==> src/rtl/freq_counter_pkg.sv <==
// Shared definitions for the frequency counter and its serial period loader.
package freq_counter_pkg;

  localparam int unsigned DEFAULT_BITS   = 12;
  localparam int unsigned DEFAULT_PERIOD = 1199;

  typedef enum logic [1:0] {
    WAIT_IDLE = 2'd0,
    IDLE      = 2'd1,
    SHIFT     = 2'd2,
    COMMIT    = 2'd3
  } load_state_e;

endpackage

==> src/rtl/sync_2ff.sv <==
// Two-flop synchroniser for a single asynchronous pin; both stages reset to 0.
module sync_2ff (
  input  logic clk,
  input  logic reset_n,
  input  logic d,
  output logic q
);

  logic meta_q;
  logic sync_q;

  always_ff @(posedge clk or negedge reset_n) begin
    if (!reset_n) begin
      meta_q <= 1'b0;
      sync_q <= 1'b0;
    end else begin
      meta_q <= d;
      sync_q <= meta_q;
    end
  end

  assign q = sync_q;

endmodule

==> src/rtl/period_serial_loader.sv <==
// Receives a period value over a 3-wire serial link, validates the frame and
// presents it with a one-cycle load strobe (or an error strobe on rejection).
module period_serial_loader
  import freq_counter_pkg::*;
#(
  parameter int unsigned BITS         = DEFAULT_BITS,
  parameter int unsigned RESET_PERIOD = DEFAULT_PERIOD,
  parameter int unsigned MIN_PERIOD   = 10
) (
  input  logic            clk,
  input  logic            reset_n,
  input  logic            sck,
  input  logic            cs_n,
  input  logic            mosi,
  output logic [BITS-1:0] period,
  output logic            period_load,
  output logic            frame_error,
  output logic            busy
);

  localparam int unsigned     CNT_W    = $clog2(BITS + 2);
  localparam logic [CNT_W-1:0] CNT_FULL = CNT_W'(BITS);
  localparam logic [CNT_W-1:0] CNT_SAT  = CNT_W'(BITS + 1);
  localparam logic [BITS-1:0]  RST_VAL  = BITS'(RESET_PERIOD);
  localparam logic [BITS-1:0]  MIN_VAL  = BITS'(MIN_PERIOD);

  logic sck_sync;
  logic cs_sync;
  logic mosi_sync;

  sync_2ff u_sync_sck  (.clk(clk), .reset_n(reset_n), .d(sck),  .q(sck_sync));
  sync_2ff u_sync_cs   (.clk(clk), .reset_n(reset_n), .d(cs_n), .q(cs_sync));
  sync_2ff u_sync_mosi (.clk(clk), .reset_n(reset_n), .d(mosi), .q(mosi_sync));

  logic        sck_dly_q;
  logic        cs_dly_q;
  load_state_e state_q,   state_d;
  logic [BITS-1:0]  shift_q,  shift_d;
  logic [CNT_W-1:0] cnt_q,    cnt_d;
  logic [BITS-1:0]  period_q, period_d;
  logic        load_q,    load_d;
  logic        err_q,     err_d;
  logic        busy_q,    busy_d;

  logic sck_rise;
  logic cs_fall;
  logic cs_rise;

  assign sck_rise = sck_sync & ~sck_dly_q;
  assign cs_fall  = ~cs_sync & cs_dly_q;
  assign cs_rise  = cs_sync & ~cs_dly_q;

  always_comb begin
    state_d  = state_q;
    shift_d  = shift_q;
    cnt_d    = cnt_q;
    period_d = period_q;
    load_d   = 1'b0;
    err_d    = 1'b0;
    case (state_q)
      WAIT_IDLE: begin
        if (cs_sync) state_d = IDLE;
      end
      IDLE: begin
        if (cs_fall) begin
          shift_d = '0;
          cnt_d   = '0;
          state_d = SHIFT;
        end
      end
      SHIFT: begin
        // cs_rise takes priority, so a coincident sck edge is dropped
        if (cs_rise) begin
          state_d = COMMIT;
        end else if (sck_rise && !cs_sync) begin
          shift_d = {shift_q[BITS-2:0], mosi_sync};
          if (cnt_q != CNT_SAT) cnt_d = cnt_q + CNT_W'(1);
        end
      end
      COMMIT: begin
        state_d = IDLE;
        if (cnt_q == CNT_FULL && shift_q >= MIN_VAL) begin
          period_d = shift_q;
          load_d   = 1'b1;
        end else begin
          err_d = 1'b1;
        end
      end
      default: state_d = WAIT_IDLE;
    endcase
    busy_d = (state_d == SHIFT);
  end

  always_ff @(posedge clk or negedge reset_n) begin
    if (!reset_n) begin
      sck_dly_q <= 1'b0;
      cs_dly_q  <= 1'b0;
      state_q   <= WAIT_IDLE;
      shift_q   <= '0;
      cnt_q     <= '0;
      period_q  <= RST_VAL;
      load_q    <= 1'b0;
      err_q     <= 1'b0;
      busy_q    <= 1'b0;
    end else begin
      sck_dly_q <= sck_sync;
      cs_dly_q  <= cs_sync;
      state_q   <= state_d;
      shift_q   <= shift_d;
      cnt_q     <= cnt_d;
      period_q  <= period_d;
      load_q    <= load_d;
      err_q     <= err_d;
      busy_q    <= busy_d;
    end
  end

  assign period      = period_q;
  assign period_load = load_q;
  assign frame_error = err_q;
  assign busy        = busy_q;

endmodule
==> config.mk <==
export PLATFORM = sky130hd
export DESIGN_NAME = period_serial_loader
export DESIGN_NICKNAME = d
export VERILOG_FILES = /design/src/rtl/freq_counter_pkg.sv /design/src/rtl/sync_2ff.sv /design/src/rtl/period_serial_loader.sv
export SDC_FILE = /design/constraint.sdc
export NUM_CORES = 1
export LEC_CHECK = 0
export CAP_MARGIN = 5
export CORE_MARGIN = 10
export CORE_UTILIZATION = 48
export DETAILED_ROUTE_END_ITERATION = 8
export PLACE_DENSITY = 0.7
export SYNTH_ARGS = -nofsm -noshare
export SYNTH_HDL_FRONTEND = slang
export SYNTH_HIERARCHICAL = 1
export SYNTH_SLANG_ARGS = --single-unit
==> constraint.sdc <==
create_clock -name clk -period 2.2 [get_ports clk]
set_input_delay 0.22 -clock clk [delete_from_list [all_inputs] [get_ports clk]]
set_output_delay 0.22 -clock clk [all_outputs]
set_load 0.005 [all_outputs]
==> metrics.md, run 1 <==
| Metric | Value |
|---|---|
| Status | finished clean |
| Int Pwr | 1120 uW |
| Net Switching | 353 uW |
| Commonest cells post-synth | dfrtp_1, inv_1, mux2i_1, nand2_1, mux2_4 |
| Seq/Total Area, Yosys | roughly three fifths |
| Worst skew pair latency | 350 ps |
| Die W | between 80 and 90 um |
| Fill cells | 297 |
| CP arrival | roughly 2000 ps |
| Htree depth | 2 |
| GRT Total Usage | 10.6% |
| Switching share of power | 23.9% |
| Vias in the first global route | approximately 1100 |
| Global route overflow | 0 |
| I/O pins | 20 |
| Crit Reg-Reg Endpoint | period[11]$_DFFE_PN0P_ |
| HP Class | input port to register |
| P_leak | 0.000881 uW |
| Core ar. | 0.00342 mm2 |
| Share of synthesized registers carrying an async set or reset | between 90% and 100% |
| Num rows | 21 |
| Layout cells sized above 1 | about a fifth |
| Largest net degree at the start of global routing | between 40 and 50 |
| Clock transition at path regs | between 100 and 150 ps |
| Mapped Area | 0.00173 mm2 |
| IO Port Bufs | 19 |
| Post-layout util | between 60% and 70% |
| Post-synth cell types | 32 |
| YS warnings | 6 |
| Critical Path RT | 2450 ps |
| Crit start category | register |
| Slew of the pin with the lowest slew margin | between 800 and 900 ps |
| CP Capture Type | register |
| Avg Cell Area, Syn | 12.8 um2 |
| CTS root buf | clkbuf_4 |
| Post-synth EDFFs | 0 |
| Hold depth | 1 |
| Fin. Hold Viols | 0 |
| Setup_tns | 0 ps |
| MaxCap Viol Count | 0 |
| Post-DP HPWL | 2150 um |
| Kind of critical path | register to register |
| HP Start | mosi |
| Post-CTS setup buffers | 0 |
| Worst hold path endpoint | u_sync_mosi/meta_q$_DFF_PN0_ |
| Top cells by area, synth | dfrtp_1, dfstp_2, mux2_4 |
| Share of the synthesized area in the top cell type | 49.2% |
| Die span in y | ~80 um |
| Syn Inst Count | 135 |
| Drt pass-1 iters | 4 |
| Syn Nets | 143 |
| Placer Congestion | 0.769 |
| R2r worst-path depth | 6 |
| Initial Util | 50.6% |
| Drc violations | 0 |
| Synth-to-layout area growth | 19.5% |
| Final setup vio count | 0 |
| Cell Pwr Density | 714 mW/mm2 |
| Overall Power | between 1000 and 1500 uW |
| CTS max path bufs | 2 |
| Max frequency | around 570 MHz |
| CTS Buf Count | 5 |
| Initial antenna violation count | 0 |
| Top-count cell post-synth | dfrtp_1 |
| Synth Flop Type | dfrtp_1 |
| Reg2reg setup slack | 430 ps |
| Synth Register Bits | 41 |
| CP max FO | 13 |
| Final nets | 170 |
| Combinational share of power | roughly a tenth |
| ANT nets after route | 0 |
| WL/cell | 14.5 um |
| Area of the multi-input gates | 608 um2 |
| Register share of total power | between 50% and 60% |
| Synth area leader | dfrtp_1 |
| TritonCTS clock tree | yes |
| Drt total wl | 3030 um |
| First-pass GRT wire length | ~5300 um |
| Vias per Instance | 5.13 |
| Final period util | between 80% and 90% |
| Rel. slew slack | 42.9% |
| Final Critical Period | 1770 ps |
| Post-cts sizing count | 0 |
| Number of DRC markers in iteration 0 | 78 |
| Register area | 0.00103 mm2 |
| Final slew viol count | 0 |
| CTS sink count | 41 |
| Worst r2r src | cnt_q[0]$_DFFE_PN0P_ |
| RSZ-0062 raised after global routing | no |
| Max VDD drop | ~0.53 mV |
| Via count | around 1100 |
| Fin Clk Skew | 13.6 ps |
| Clock power frac | between 30% and 40% |
| Total Die Area | 0.00640 mm2 |
| ANT cells | 0 |
[repair_timing]
| item | CTS | global route |
|---|---|---|
| hold buffers | 1 | 0 |
| endpoints found under the setup margin | 0 | 0 |
| endpoints found under the hold margin | 17 | 0 |
[worst max-delay path, cell delays in order (launching register included)]
cell and delay [ps]:
dfrtp_1 460, inv_1 90, ha_1 150, nand3_1 110, a311oi_2 200, buf_4 290
mux2_2 370
[metrics by stage]
| step | instance area [um2] | hold WS, ps | instances | setup WS (ps) |
|---|---|---|---|---|
| 2_1_floorplan | 1730 | -75.6 | 135 | 547 |
| 3_3_place_gp | 1970 | 336 | 200 | 491 |
| 3_5_place_dp | 1970 | 335 | 200 | 432 |
| 4_1_cts | 2070 | 290 | 209 | 428 |
| 5_1_grt | 2070 | 297 | 209 | 373 |
| 6_report | 2070 | 308 | 209 | 434 |
[kinds of logic (layout without fill, tap and decap cells)]
logic type               Yosys count  after routing  synth area share, %
multiplexers                      25             25                 17.3
flip-flops                        41             41                 59.8
adder cells (fa/ha/maj)            3              3                 2.17
buffers and inverters             20             48                 4.99
AND/OR/NAND/NOR                   30             30                 9.05
AO/OA/AOI/OAI                     16             16                 6.66
[power groups by stage]
stage,Clock [uW],Sequential [uW],Combinational [uW]
after floorplan,0,832,90.3
after global placement,0,839,132
after detailed placement,0,842,138
after CTS,528,828,141
after global routing,556,835,158
final,510,829,138
[per-layer routing]
metal	vias up	GRT usage (%)	routed length [um]
met5	-	0	0
met4	0	6.69	64
met3	4	4.28	149
met2	19	16.1	1450
met1	533	12.2	1360
li1	516	-	-
[cell type report]
class / instances / area share, %
inverter: 17 / 3.09
multi-input combinational: 74 / 29.4
clock buffer: 7 / 2.66
tap: 46 / 2.78
timing repair buffer: 23 / 10.5
sequential: 41 / 50.1
clock inverter: 1 / 1.45
[state kept, by name, summed over array words and instances, names as in the netlist]
register,flops
period_load,1
cnt_q,4
busy,1
period,12
cs_dly_q,1
u_sync_sck/q,1
u_sync_mosi/q,1
u_sync_cs/meta_q,1
u_sync_cs/q,1
sck_dly_q,1
frame_error,1
u_sync_mosi/meta_q,1
state_q,2
u_sync_sck/meta_q,1
shift_q,12
[layout by cell type (no fill, tap or decap), types with 2 or more instances in the layout]
cell,synthesis,layout
clkdlybuf4s50_1,0,18
dfstp_2,7,7
buf_4,1,3
a31oi_1,3,3
mux2_2,3,3
mux2i_1,13,13
inv_1,17,17
mux2_4,9,9
a21oi_1,2,2
nand2_1,13,13
nor4_1,2,2
dfrtp_1,34,34
o21ai_0,4,4
clkbuf_4,0,5
ha_1,3,3
nand3_1,3,3
and2_1,2,2
nand2b_1,2,2
nor2_1,2,2
[how the worst max path moves through the flow]
stage	slack (ps)	depth (start not counted)	endpoint	startpoint
after floorplan	550	6	period[4]$_DFFE_PN0P_	cnt_q[0]$_DFFE_PN0P_
after global placement	490	6	period[11]$_DFFE_PN0P_	cnt_q[1]$_DFFE_PN0P_
after detailed placement	430	6	period[11]$_DFFE_PN0P_	cnt_q[0]$_DFFE_PN0P_
after CTS	430	6	period[11]$_DFFE_PN0P_	cnt_q[0]$_DFFE_PN0P_
after global routing	370	6	period[11]$_DFFE_PN0P_	cnt_q[1]$_DFFE_PN0P_
final	430	6	period[11]$_DFFE_PN0P_	cnt_q[0]$_DFFE_PN0P_
Power figures use the tool's default switching activity.
==> run 2, diff against run 1 <==
--- a/config.mk
+++ b/config.mk
@@ -9,7 +9,7 @@
 export CORE_MARGIN = 10
 export CORE_UTILIZATION = 48
 export DETAILED_ROUTE_END_ITERATION = 8
-export PLACE_DENSITY = 0.7
+export PLACE_DENSITY = 0.73
 export SYNTH_ARGS = -nofsm -noshare
 export SYNTH_HDL_FRONTEND = slang
 export SYNTH_HIERARCHICAL = 1
==> constraint.sdc (replaced) <==
create_clock -name clk -period 1.52 [get_ports clk]
set_input_delay 0.152 -clock clk [delete_from_list [all_inputs] [get_ports clk]]
set_output_delay 0.152 -clock clk [all_outputs]
set_load 0.005 [all_outputs]
==> run 2 against run 1 <==
The flow now finishes with violations (negative setup slack). Combinational power rose to 3.1 times the previous value. Global-route usage up 1.6 points. Fmax up 8.1%. Hold slack worse by 78 ps. Sequential share of layout area down 5.8 points. Sequential power up 42%. Cell count up 13%. Critical path depth unchanged. Clock power up 14%. Non-clock buffer count up 27. Critical endpoint unchanged. Largest cell class unchanged.
==> metrics.md, run 2 (same netlist as run 1, synthesis figures left out) <==
| Metric | Value |
|---|---|
| Total Die Area | 0.00640 mm2 |
| Commonest non-fill, non-tap cells in the layout | dfrtp_1, buf_4, inv_1, nand2_1, mux2i_1 |
| Drc violations | 0 |
| Number of DRC markers in iteration 0 | 59 |
| Reg2reg setup slack | -110 ps |
| Initial Util | 50.6% |
| MaxCap Viol Count | 0 |
| First-pass GRT wire length | 6190 um |
| Die span in y | 80.0 um |
| Num rows | 21 |
| CP max stage cell | dfrtp_1 |
| CTS max path bufs | 2 |
| M3 GR Usage | 4.50% |
| Placer Congestion | between 0.8 and 0.9 |
| Htree depth | 2 |
| Failing checks | negative setup slack |
| Fin Clk Skew | 5.51 ps |
| Max frequency | around 610 MHz |
| ANT cells | 0 |
| RSZ-0062 raised after global routing | yes |
| CP arrival | 1880 ps |
| Vias in the first global route | 1327 |
| Max VDD drop | a little under 0.8 mV |
| WL/cell | 15.7 um |
| HP Class | input port to register |
| Hold depth | 1 |
| CP Capture Type | register |
| Routing usage on met1 | 13.5% |
| CTS Buf Count | 5 |
| I/O pins | 20 |
| Final slew viol count | 0 |
| Worst skew pair latency | 350 ps |
| Initial antenna violation count | 0 |
| Setup ws final | -114 ps |
| CTS root buf | clkbuf_4 |
| Post-DP HPWL | 2450 um |
| CTS sink count | 41 |
| R2r worst-path depth | 6 |
| Final Critical Period | 1630 ps |
| Crit start category | register |
| Fin. Hold Viols | 0 |
| Rel. slew slack | about 67% |
| Drt pass-1 iters | 4 |
| Critical-path cell list | inv_2 > ha_1 > nand3_2 > a311oi_4 > buf_6 > mux2_4 |
| Post-layout util | between 60% and 70% |
| Critical Path RT | 1760 ps |
| Commonest non-fill, non-tap cell in the layout | dfrtp_1 |
| WHS | 230 ps |
| Die W | 80.0 um |
| Vias per Instance | between 5 and 6 |
| Largest net degree at the start of global routing | 42 |
| IO Port Bufs | 19 |
| Kind of critical path | register to register |
| Cell Pwr Density | 934 mW/mm2 |
| P_leak | 0.00110 uW |
| CP max stage delay | ~400 ps |
| Final setup vio count | 13 |
| Synth-to-layout area growth | 35.1% |
| Global route overflow | 0 |
| Status | complete, but fails checks |
| CP max FO | 7 |
| GRT Total Usage | 12.2% |
| TritonCTS clock tree | yes |
| Layout cells sized above 1 | 35.3% |
| Core ar. | 0.00342 mm2 |
| Drt total wl | 3720 um |
| Via count | 1216 |
| Final nets | 197 |
| Gr busiest metal | met2 |
| Clock transition at path regs | 120 ps |
| Final period util | 107% |
| Slew of the pin with the lowest slew margin | 499 ps |
| M2 GR Usage | 21.0% |
| ANT nets after route | 0 |
run 2: cell types whose count changed in the layout (fill, tap and decap cells not counted), moves of 2 or more:
cell	before	now
buf_4	3	25
buf_6	0	5
clkdlybuf4s50_1	18	11
dlygate4sd2_1	0	7
nor4_1	2	0
nor4_2	0	2
run 2: final timing paths:
| kind | from | endpoint |
|---|---|---|
| max in group asynchronous | reset_n | period[10]$_DFFE_PN1P_ |
| min reg2reg | u_sync_sck/meta_q$_DFF_PN0_ | u_sync_sck/q$_DFF_PN0_ |
| min | mosi | u_sync_mosi/meta_q$_DFF_PN0_ |
| max | cnt_q[1]$_DFFE_PN0P_ | period[11]$_DFFE_PN0P_ |
| min in group asynchronous | reset_n | u_sync_sck/meta_q$_DFF_PN0_ |
| max reg2reg | cnt_q[1]$_DFFE_PN0P_ | period[11]$_DFFE_PN0P_ |
run 2: power by group:
| part | switching [uW] | internal [uW] |
|---|---|---|
| sequential | 36.2 | 1140 |
| combinational | 202 | 220 |
| clock | 353 | 227 |
| total | 591 | 1590 |
run 2: area by class of cell:
class,instances,area [um2]
fillers,255,1080
flip-flops and latches,41,1030
well taps,46,57.6
clock inverters,1,7.51
repair buffers,50,430
inverters,17,63.8
clock buffers,7,55.1
multi-input cells,74,687
run 2: what timing repair did:
action / 4_1_cts / 5_1_grt
resized for setup: 8 / 13
setup endpoints to repair: 20 / 26
hold endpoints to repair: 34 / 0
hold buffers: 1 / 0
pin swaps: 1 / 3
setup buffers: 1 / 2
run 2: layer usage:
layer	wire (um)	vias to the layer above
li1	-	566
met1	1530	620
met2	1920	23
met3	189	7
met4	72	0
met5	0	-
run 2: critical path: cells and delay by family (launching register included):
| kind | cells | cell delay [ps] |
|---|---|---|
| flops | 1 | 410 |
| buf+inv | 2 | 270 |
| simple gates | 1 | 100 |
| compound gates | 1 | 280 |
| mux | 1 | 310 |
| fa+ha+maj | 1 | 160 |
run 2: metrics by stage:
stage,total power [uW],TNS [ps],setup slack (ps),instances,area (um2)
final,2180,-1010,-114,236,2340
after global routing,2290,-2550,-154,236,2340
after CTS,2120,-553,-90.4,234,2260
after detailed placement,1530,-622,-120,224,2180
after global placement,1510,-145,-54.0,224,2180
after floorplan,1340,-664,-97.0,135,1760
==> run 3, diff against run 2 <==
--- a/config.mk
+++ b/config.mk
@@ -9,7 +9,7 @@
 export CORE_MARGIN = 10
 export CORE_UTILIZATION = 48
 export DETAILED_ROUTE_END_ITERATION = 8
-export PLACE_DENSITY = 0.73
+export PLACE_DENSITY = 0.7
 export SYNTH_ARGS = -nofsm -noshare
 export SYNTH_HDL_FRONTEND = slang
 export SYNTH_HIERARCHICAL = 1
==> constraint.sdc (replaced) <==
create_clock -name clk -period 1.7 [get_ports clk]
set_input_delay 0.17 -clock clk [delete_from_list [all_inputs] [get_ports clk]]
set_output_delay 0.17 -clock clk [all_outputs]
set_load 0.005 [all_outputs]
==> run 3 against run 2 <==
The run now ends clean. Sequential cell count unchanged. Setup slack improved by 170 ps. Design area shrank 7.8%. Cell count fell by 8.9%. Fmax is 0.68% lower. Register-to-register slack gained 170 ps. Wire length decreased by 12%. Clock power increased by 13%. Hold slack improved by 21 ps. Via count fell by 8.1%. Sequential power fell by 9%.
==> metrics.md, run 3 (same netlist as run 1, synthesis figures left out) <==
| Metric | Value |
|---|---|
| Number of DRC markers in iteration 0 | 81 |
| Htree depth | 2 |
| Commonest non-fill, non-tap cell in the layout | dfrtp_1 |
| Fin Clk Skew | 5.61 ps |
| Core ar. | around 0.0034 mm2 |
| Fill cells | between 200 and 300 |
| Drc violations | 0 |
| Final period util | 96.8% |
| IO Port Bufs | 19 |
| Switching share of power | 24.6% |
| Die span in y | 80.0 um |
| Register area | approximately 0.0010 mm2 |
| Int Pwr | 1500 uW |
| Max VDD drop | around 0.6 mV |
| Worst skew pair latency | 350 ps |
| Slew of the pin with the lowest slew margin | 479 ps |
| Drt total wl | ~3300 um |
| Fin. Hold Viols | 0 |
| Clock power frac | around a third |
| Status | finished clean |
| Vias per Instance | 5.20 |
| CP Capture Type | register |
| Final setup vio count | 0 |
| Max frequency | ~610 MHz |
| Initial Util | 50.6% |
| M3 GR Usage | between 4 and 5% |
| WHS | between 200 and 300 ps |
| Clock transition at path regs | between 100 and 150 ps |
| Layout cells sized above 1 | 23.7% |
| Critical Path RT | 1940 ps |
| Initial antenna violation count | 0 |
| Vias in the first global route | 1185 |
| Register share of total power | a little over half |
| Num rows | 21 |
| Drt pass-1 iters | 4 |
| Net Switching | 489 uW |
| Rel. slew slack | approximately two thirds |
| Final nets | 176 |
| Largest net degree at the start of global routing | 22 |
| Commonest non-fill, non-tap cells in the layout | dfrtp_1, clkdlybuf4s50_1, inv_1, nand2_1, mux2i_1 |
| Final slew viol count | 0 |
| Global route overflow | 0 |
| Overall Power | around 2000 uW |
| ANT cells | 0 |
| Die W | 80.0 um |
| TritonCTS clock tree | yes |
| CTS Buf Count | 5 |
| First-pass GRT wire length | between 5000 and 6000 um |
| Post-DP HPWL | approximately 2300 um |
| ANT nets after route | 0 |
| Cell Pwr Density | around 930 mW/mm2 |
| I/O pins | 20 |
| Setup_tns | 0 ps |
| Total Die Area | about 0.0064 mm2 |
| CP arrival | around 1900 ps |
| Kind of critical path | register to register |
| CTS sink count | 41 |
| P_leak | 0.000914 uW |
| Routing usage on met1 | 12.2% |
| Area of the multi-input gates | 637 um2 |
| CP max FO | 7 |
| Via count | 1118 |
| MaxCap Viol Count | 0 |
| DP Worst Slack | 35.3 ps |
| Combinational share of power | roughly 14% |
| Gr busiest metal | met2 |
| Post-placement cell area | 0.00202 mm2 |
| HP Class | input port to register |
| RSZ-0062 raised after global routing | yes |
| Setup ws final | between 50 and 60 ps |
| Synth-to-layout area growth | 24.5% |
| Design Area, Final | 0.00215 mm2 |
| Final Critical Period | ~1600 ps |
| Placer Congestion | ~0.77 |
| CTS max path bufs | 2 |
| CTS root buf | clkbuf_4 |
| GRT Total Usage | 11.2% |
| Crit start category | register |
| M2 GR Usage | 18.6% |
| WL/cell | approximately 15 um |
[run 3: cell types whose count changed in the layout (fill, tap and decap cells not counted), sizes merged]
cell / previous run / this run
buf: 31 / 10
clkdlybuf4s50: 11 / 18
dlygate4sd2: 7 / 0
bufinv: 0 / 1
clkinvlp: 1 / 0
[run 3: final timing paths]
path	start	endpoint	slack (ps)	cells past startpoint
worst max-delay path	cnt_q[1]$_DFFE_PN0P_	period[11]$_DFFE_PN0P_	60	6
worst min-delay path	cs_n	u_sync_cs/meta_q$_DFF_PN0_	250	1
worst max register to register	cnt_q[1]$_DFFE_PN0P_	period[11]$_DFFE_PN0P_	60	6
worst min register to register	u_sync_cs/meta_q$_DFF_PN0_	u_sync_cs/q$_DFF_PN0_	370	0
max in group asynchronous	reset_n	period[2]$_DFFE_PN1P_	840	3
min in group asynchronous	reset_n	cnt_q[2]$_DFFE_PN0P_	300	2
[run 3: power by group through the flow]
stage / Combinational [uW] / Clock (uW) / Sequential [uW]
after global routing: 301 / 722 / 1070
final: 270 / 655 / 1070
after detailed placement: 212 / 0 / 1080
after floorplan: 117 / 0 / 1080
after global placement: 202 / 0 / 1070
after CTS: 220 / 675 / 1060
[run 3: area by class of cell]
type	instances	share of cell area [%]
Sequential cell	41	48.1
Multi-Input combinational cell	74	29.6
Timing Repair Buffer	29	12.8
Inverter	17	2.96
Tap cell	46	2.67
Clock buffer	7	2.56
Clock inverter	1	1.39
[run 3: repair_timing]
| action | 4_1_cts | 5_1_grt |
|---|---|---|
| setup endpoints to repair | 0 | 12 |
| resized for setup | 0 | 6 |
| hold buffers | 1 | 0 |
| setup buffers | 0 | 1 |
| hold endpoints to repair | 18 | 0 |
[run 3: critical path: stages (launching register included)]
cell and delay, ps:
dfrtp_1 430, inv_2 100, ha_4 140, nand3_4 60, a311oi_2 270, buf_4 230
mux2_4 310
[run 3: through the flow]
stage	util, %	cells
6_report	63.0	215
3_5_place_dp	59.2	205
5_1_grt	63.0	215
4_1_cts	62.0	214
2_1_floorplan	-	135
3_3_place_gp	59.2	205
[run 3: routing by layer]
| metal | part of all wire, % | up-vias |
|---|---|---|
| met5 | 0 | - |
| met4 | 1.5 | 0 |
| met3 | 5.7 | 7 |
| met2 | 49 | 22 |
| met1 | 44 | 564 |
| li1 | - | 525 |
